File: config.mk
export PLATFORM = sky130hd
export DESIGN_NAME = idct4_sched
export DESIGN_NICKNAME = d
export VERILOG_FILES = /design/src/rtl/idct4_sched.sv
export SDC_FILE = /design/constraint.sdc
export NUM_CORES = 1
export LEC_CHECK = 0
export ABC_CLOCK_PERIOD_IN_PS = 1600
export BUFFER_PORTS_ARGS = -buffer_cell sky130_fd_sc_hd__buf_2
export CAP_MARGIN = 10
export CORE_MARGIN = 2
export CORE_UTILIZATION = 30
export DETAILED_ROUTE_END_ITERATION = 16
export PLACE_DENSITY_LB_ADDON = 0.1
export REMOVE_ABC_BUFFERS = 1
export SLEW_MARGIN = 20
export SYNTH_ARGS = -nofsm -noshare
export SYNTH_HDL_FRONTEND = slang
export SYNTH_SLANG_ARGS = --single-unit
File: constraint.sdc
create_clock -name clk -period 1.6 [get_ports clk]
set_clock_uncertainty 0.05 [all_clocks]
set_input_delay 0.24 -clock clk [delete_from_list [all_inputs] [get_ports clk]]
set_output_delay 0.24 -clock clk [all_outputs]
set_load 0.02 [all_outputs]
File: src/rtl/idct4_sched.sv
// idct4_sched: scheduler/sequencer for the 4-tap systolic IDCT column datapath (optional IDCT_SCHED_PERF_EN adds stall/block counters)
module idct4_sched #(
  parameter int DW = 16,
  parameter int VW = 4*DW
) (
  input  logic          clk,
  input  logic          reset,
  input  logic          in_valid,
  output logic          in_ready,
  input  logic [VW-1:0] in_vec,
  output logic [DW-1:0] tap1,
  output logic [DW-1:0] tap2,
  output logic [DW-1:0] tap3,
  output logic [DW-1:0] tap4,
  output logic [2:0]    csel1,
  output logic [2:0]    csel2,
  output logic [2:0]    csel3,
  output logic [2:0]    csel4,
  output logic          dp_en,
  output logic          out_valid,
  input  logic          out_ready,
  output logic [1:0]    out_idx,
  output logic          out_last
`ifdef IDCT_SCHED_PERF_EN
  ,
  output logic [15:0]   stall_cnt,
  output logic [15:0]   blk_cnt
`endif
);
  localparam logic IDLE  = 1'b0;
  localparam logic ISSUE = 1'b1;
  localparam logic [2:0] CZERO = 3'b011;
  logic          state;
  logic [1:0]    k;
  logic [VW-1:0] cur;
  logic          v1, v2, v3, v4;
  logic [1:0]    idx1, idx2, idx3, idx4;
  logic [3*DW-1:0] vec1;
  logic [2*DW-1:0] vec2;
  logic [DW-1:0]   vec3;
  logic          issuing;
  // Coefficient select for lane j, pass k: [2] negate, [1:0] 00=64 01=36 10=83 11=0
  function automatic logic [2:0] coef(input logic [1:0] j, input logic [1:0] kk);
    logic [11:0] row;
    row = j == 2'd1 ? 12'b110_101_001_010 :
          j == 2'd2 ? 12'b000_100_100_000 :
          j == 2'd3 ? 12'b101_010_110_001 : 12'b000_000_000_000;
    return row[3*kk +: 3];
  endfunction
  assign issuing   = state == ISSUE;
  assign dp_en     = !(out_valid && !out_ready);
  assign in_ready  = dp_en && (state == IDLE || k == 2'd3);
  assign out_valid = v4;
  assign out_idx   = idx4;
  assign out_last  = v4 && idx4 == 2'd3;
  // Pass sequencer: capture vector on accept, step k each enabled cycle, reload with no bubble after k=3
  always_ff @(posedge clk or negedge reset) begin
    if (!reset) begin
      state <= IDLE;
      k     <= '0;
      cur   <= '0;
    end else if (dp_en) begin
      if (in_valid && in_ready) begin
        cur   <= in_vec;
        k     <= '0;
        state <= ISSUE;
      end else if (issuing) begin
        k     <= k + 2'd1;
        state <= k == 2'd3 ? IDLE : ISSUE;
      end
    end
  end
  // Lane 1 launches pass k; lanes 2..4 shift the pass one stage per enabled cycle to skew the taps
  always_ff @(posedge clk or negedge reset) begin
    if (!reset) begin
      {v1, v2, v3, v4}         <= '0;
      {idx1, idx2, idx3, idx4} <= '0;
      {vec1, vec2, vec3}       <= '0;
      {tap1, tap2, tap3, tap4} <= '0;
      {csel1, csel2, csel3, csel4} <= '0;
    end else if (dp_en) begin
      v1    <= issuing;
      idx1  <= issuing ? k : 2'd0;
      vec1  <= cur[VW-1:DW];
      tap1  <= issuing ? cur[DW-1:0] : '0;
      csel1 <= issuing ? coef(2'd0, k) : CZERO;
      v2    <= v1;
      idx2  <= idx1;
      vec2  <= vec1[3*DW-1:DW];
      tap2  <= v1 ? vec1[DW-1:0] : '0;
      csel2 <= v1 ? coef(2'd1, idx1) : CZERO;
      v3    <= v2;
      idx3  <= idx2;
      vec3  <= vec2[2*DW-1:DW];
      tap3  <= v2 ? vec2[DW-1:0] : '0;
      csel3 <= v2 ? coef(2'd2, idx2) : CZERO;
      v4    <= v3;
      idx4  <= idx3;
      tap4  <= v3 ? vec3 : '0;
      csel4 <= v3 ? coef(2'd3, idx3) : CZERO;
    end
  end
`ifdef IDCT_SCHED_PERF_EN
  // Saturating counters: stalled cycles and completed (accepted last) blocks
  always_ff @(posedge clk or negedge reset) begin
    if (!reset) begin
      stall_cnt <= '0;
      blk_cnt   <= '0;
    end else begin
      if (!dp_en && stall_cnt != 16'hFFFF) stall_cnt <= stall_cnt + 16'd1;
      if (out_last && out_ready && blk_cnt != 16'hFFFF) blk_cnt <= blk_cnt + 16'd1;
    end
  end
`endif
endmodule

==> run summary <==
Count of pins over their slew limit: 0
Synth Flop Type: dfrtp_1
Final wirelength: 24200 µm
Antenna-violating nets left: 0
Final setup fails: 66
Number of port buffers: 148
1st-iter DRT viols: 335
Slowest-stage cell, CP: dfrtp_1
Maximum vdd drop: 0.920 mV
P&R area growth vs syn: 40.1%
Drt first pass iters: 4
Post-synth EDFFs: 0
Worst slack at placement: -0.0642 ns
Crit Path Max Fanout: 5
Die width: 181 µm
RSZ-0062 raised after global routing: yes
Post-DR wirelength/cell: 15.3 µm
Initial antenna violation count: 0
PD cells: 2060 nW/µm²
Starting Density: 30.6%
Core Box Area: 30700 µm²
Hold WC Path Type: input port to async pin
Gr usage total: 14.3%
GPL Wtd Cong: 0.679
Max Fclk: 561 MHz
Vias per cell: 4.38
WP data arrival: 2.15 ns
Failing checks: setup timing
Final net count: 1235
Count of cell types in the netlist: 27
H-Tree Depth: 1
DP HPWL: 13500 µm
Final total power: 0.0272 W
Synth warn: 0
Syn Area/Cell: 10.2 µm²
Run status: finished with violations
Post-layout util: 42.9%
Lkg Pwr: 7.04 nW
DIE AREA: 32800 µm²
Clock slew at reported path FFs: 0.06 ns
Pin count of the biggest net entering global routing: 77
Final Hold Viols: 0
Int Pwr: 0.0178 W
Synth top area share: 65.9%
Post-Syn Instances: 921
Clk sink count: 248
Non-filler cells in the finished layout: 1583
Post-synthesis sequential area ratio: 65.9%
Share of layout cells above drive strength 1: 26.5%
Setup crit start kind: register
Crit. End Element: register
Via count: 6936
Placed Instances: 1441
Worst EP required: 1.97 ns
Clk_lat worst skew: 0.53 ns
Cell Area, Synth: 9420 µm²
Clock power share: 24.4%
Post-layout min period: 1.78 ns
First-pass GRT wire length: 38000 µm
Net Switching: 0.00941 W
Drt drc: 0
Maxcap violations: 0
N_diodes: 0
Portion of total power attributed to combinational logic: 35.5%
Vias in the first global route: 7002
I/O pins: 150
Inserted Clock Buffers: 29
Sequential share of power: 40.2%
Fillers: 3118
Clock buffer depth: 3
Ratio of final minimum period to clock period: 111%
Crit-path cells: ha_4, buf_4, o211ai_4, buf_6, clkbuf_16, mux2_2
Chip height: 181 µm
Worst setup margin: -0.184 ns
Root buffer cell: clkbuf_16
Switching share of power: 34.5%
CP max stage delay: 0.41 ns
CTS tree: yes
Area leader, netlist: dfrtp_1
Top cells by area, synth: dfrtp_1 (66%), nand2_1 (18%), mux2_1 (7.2%)
Flops & latches, synth: 248
Grt total ovfl: 0
Post-synth ARST share: 100%
Most common cell in the synthesized netlist: nand2_1
Most instantiated cells after synthesis: nand2_1 (454), dfrtp_1 (248), nand3_1 (68)
Critical path class: register to register
# rows: 64
==> flip-flops by register name, summed over array words and instances, names as in the netlist, 2 cells and up <==
register  cells
csel2         3
csel3         2
csel4         3
cur          64
idx1          2
idx2          2
idx3          2
k             2
out_idx       2
tap1         16
tap2         16
tap3         16
tap4         16
vec1         48
vec2         32
vec3         16
==> final timing paths <==
check	start	end	slack, ns	depth (start not counted)
max	k[0]	cur[26]	-0.18	6
min	reset	cur[54]	0.13	2
max reg2reg	k[0]	cur[26]	-0.18	6
min reg2reg	tap3[6]	tap3[6]	0.41	2
max in group asynchronous	reset	v2	0.75	3
min in group clk	out_ready	out_idx[1]	0.28	6
==> timing repair <==
| item | in CTS | in global routing |
|---|---|---|
| buffers inserted | 8 | 4 |
| gates cloned | 5 | 7 |
| resized for setup | 51 | 45 |
| hold buffers | 66 | 0 |
| pin swaps | 2 | 3 |
| hold endpoints to repair | 313 | 0 |
| setup endpoints to repair | 67 | 222 |
==> logic make-up (layout without fill, tap and decap cells) <==
logic type	count (synthesis)	in the layout	share of synthesized area (%)
buffers and inverters	60	326	2.76
XOR/XNOR	3	3	0.279
AND/OR/NAND/NOR	528	528	22.0
adder cells (fa/ha/maj)	1	1	0.133
other	1	1	0.0398
AO/OA/AOI/OAI	16	16	1.26
multiplexers	64	64	7.65
flip-flops	248	248	65.9
==> cell usage in the layout, fill, tap and decap left out, types with 3 or more instances in the layout <==
cell type	netlist	routed
buf_12	0	7
nor2_1	3	3
buf_2	19	144
clkbuf_8	0	8
mux2_4	0	55
dlygate4sd3_1	0	66
xnor2_1	3	3
nand3_1	68	68
buf_16	0	10
o21ai_0	4	3
clkinv_2	0	4
nand2_1	454	454
clkbuf_16	0	35
buf_4	3	21
buf_8	0	5
clkbuf_1	26	5
buf_6	0	12
dfrtp_1	248	248
mux2_1	60	8
==> cell type report <==
cell class | instances | area (µm²) | share of cell area, %
tap | 396 | 495 | 3.75
inverter | 3 | 18.8 | 0.142
sequential | 248 | 6210 | 47.0
timing repair buffer | 271 | 2310 | 17.5
clock buffer | 42 | 855 | 6.47
clock inverter | 10 | 113 | 0.853
multi-input combinational | 613 | 3200 | 24.2
==> through the flow <==
stage               area [µm²]  hold slack, ns  setup TNS (ns)
floorplan                 9170          -0.106        -2444.33
global placement         10800           0.111           -3.06
detailed placement       10800           0.112           -2.89
CTS                      12900           0.120           -9.52
global route             13200           0.153          -12.76
finish                   13200           0.135           -9.18
==> routing by layer <==
metal | vias up | track usage [%] | part of all wire, %
li1 | 3422 | - | -
met1 | 3354 | 20.1 | 49
met2 | 128 | 22.4 | 45
met3 | 32 | 3.29 | 4.8
met4 | 0 | 3.67 | 1.6
met5 | - | 0 | 0
==> critical path: cells and delay by family (launching register included) <==
kind | cells | cell delay [ns]
compound gates | 1 | 0.22
fa+ha+maj | 1 | 0.17
buf+inv | 3 | 0.49
flops | 1 | 0.41
mux | 1 | 0.32
==> power by group through the flow <==
stage               logic, W  registers (W)  clock network [W]
detailed placement   0.00786         0.0110                  0
global route          0.0107         0.0114            0.00715
CTS                  0.00903         0.0110            0.00687
global placement     0.00773         0.0110                  0
finish               0.00967         0.0109            0.00664
floorplan            0.00347         0.0119                  0
No activity file was read; power rests on OpenSTA's default activity.
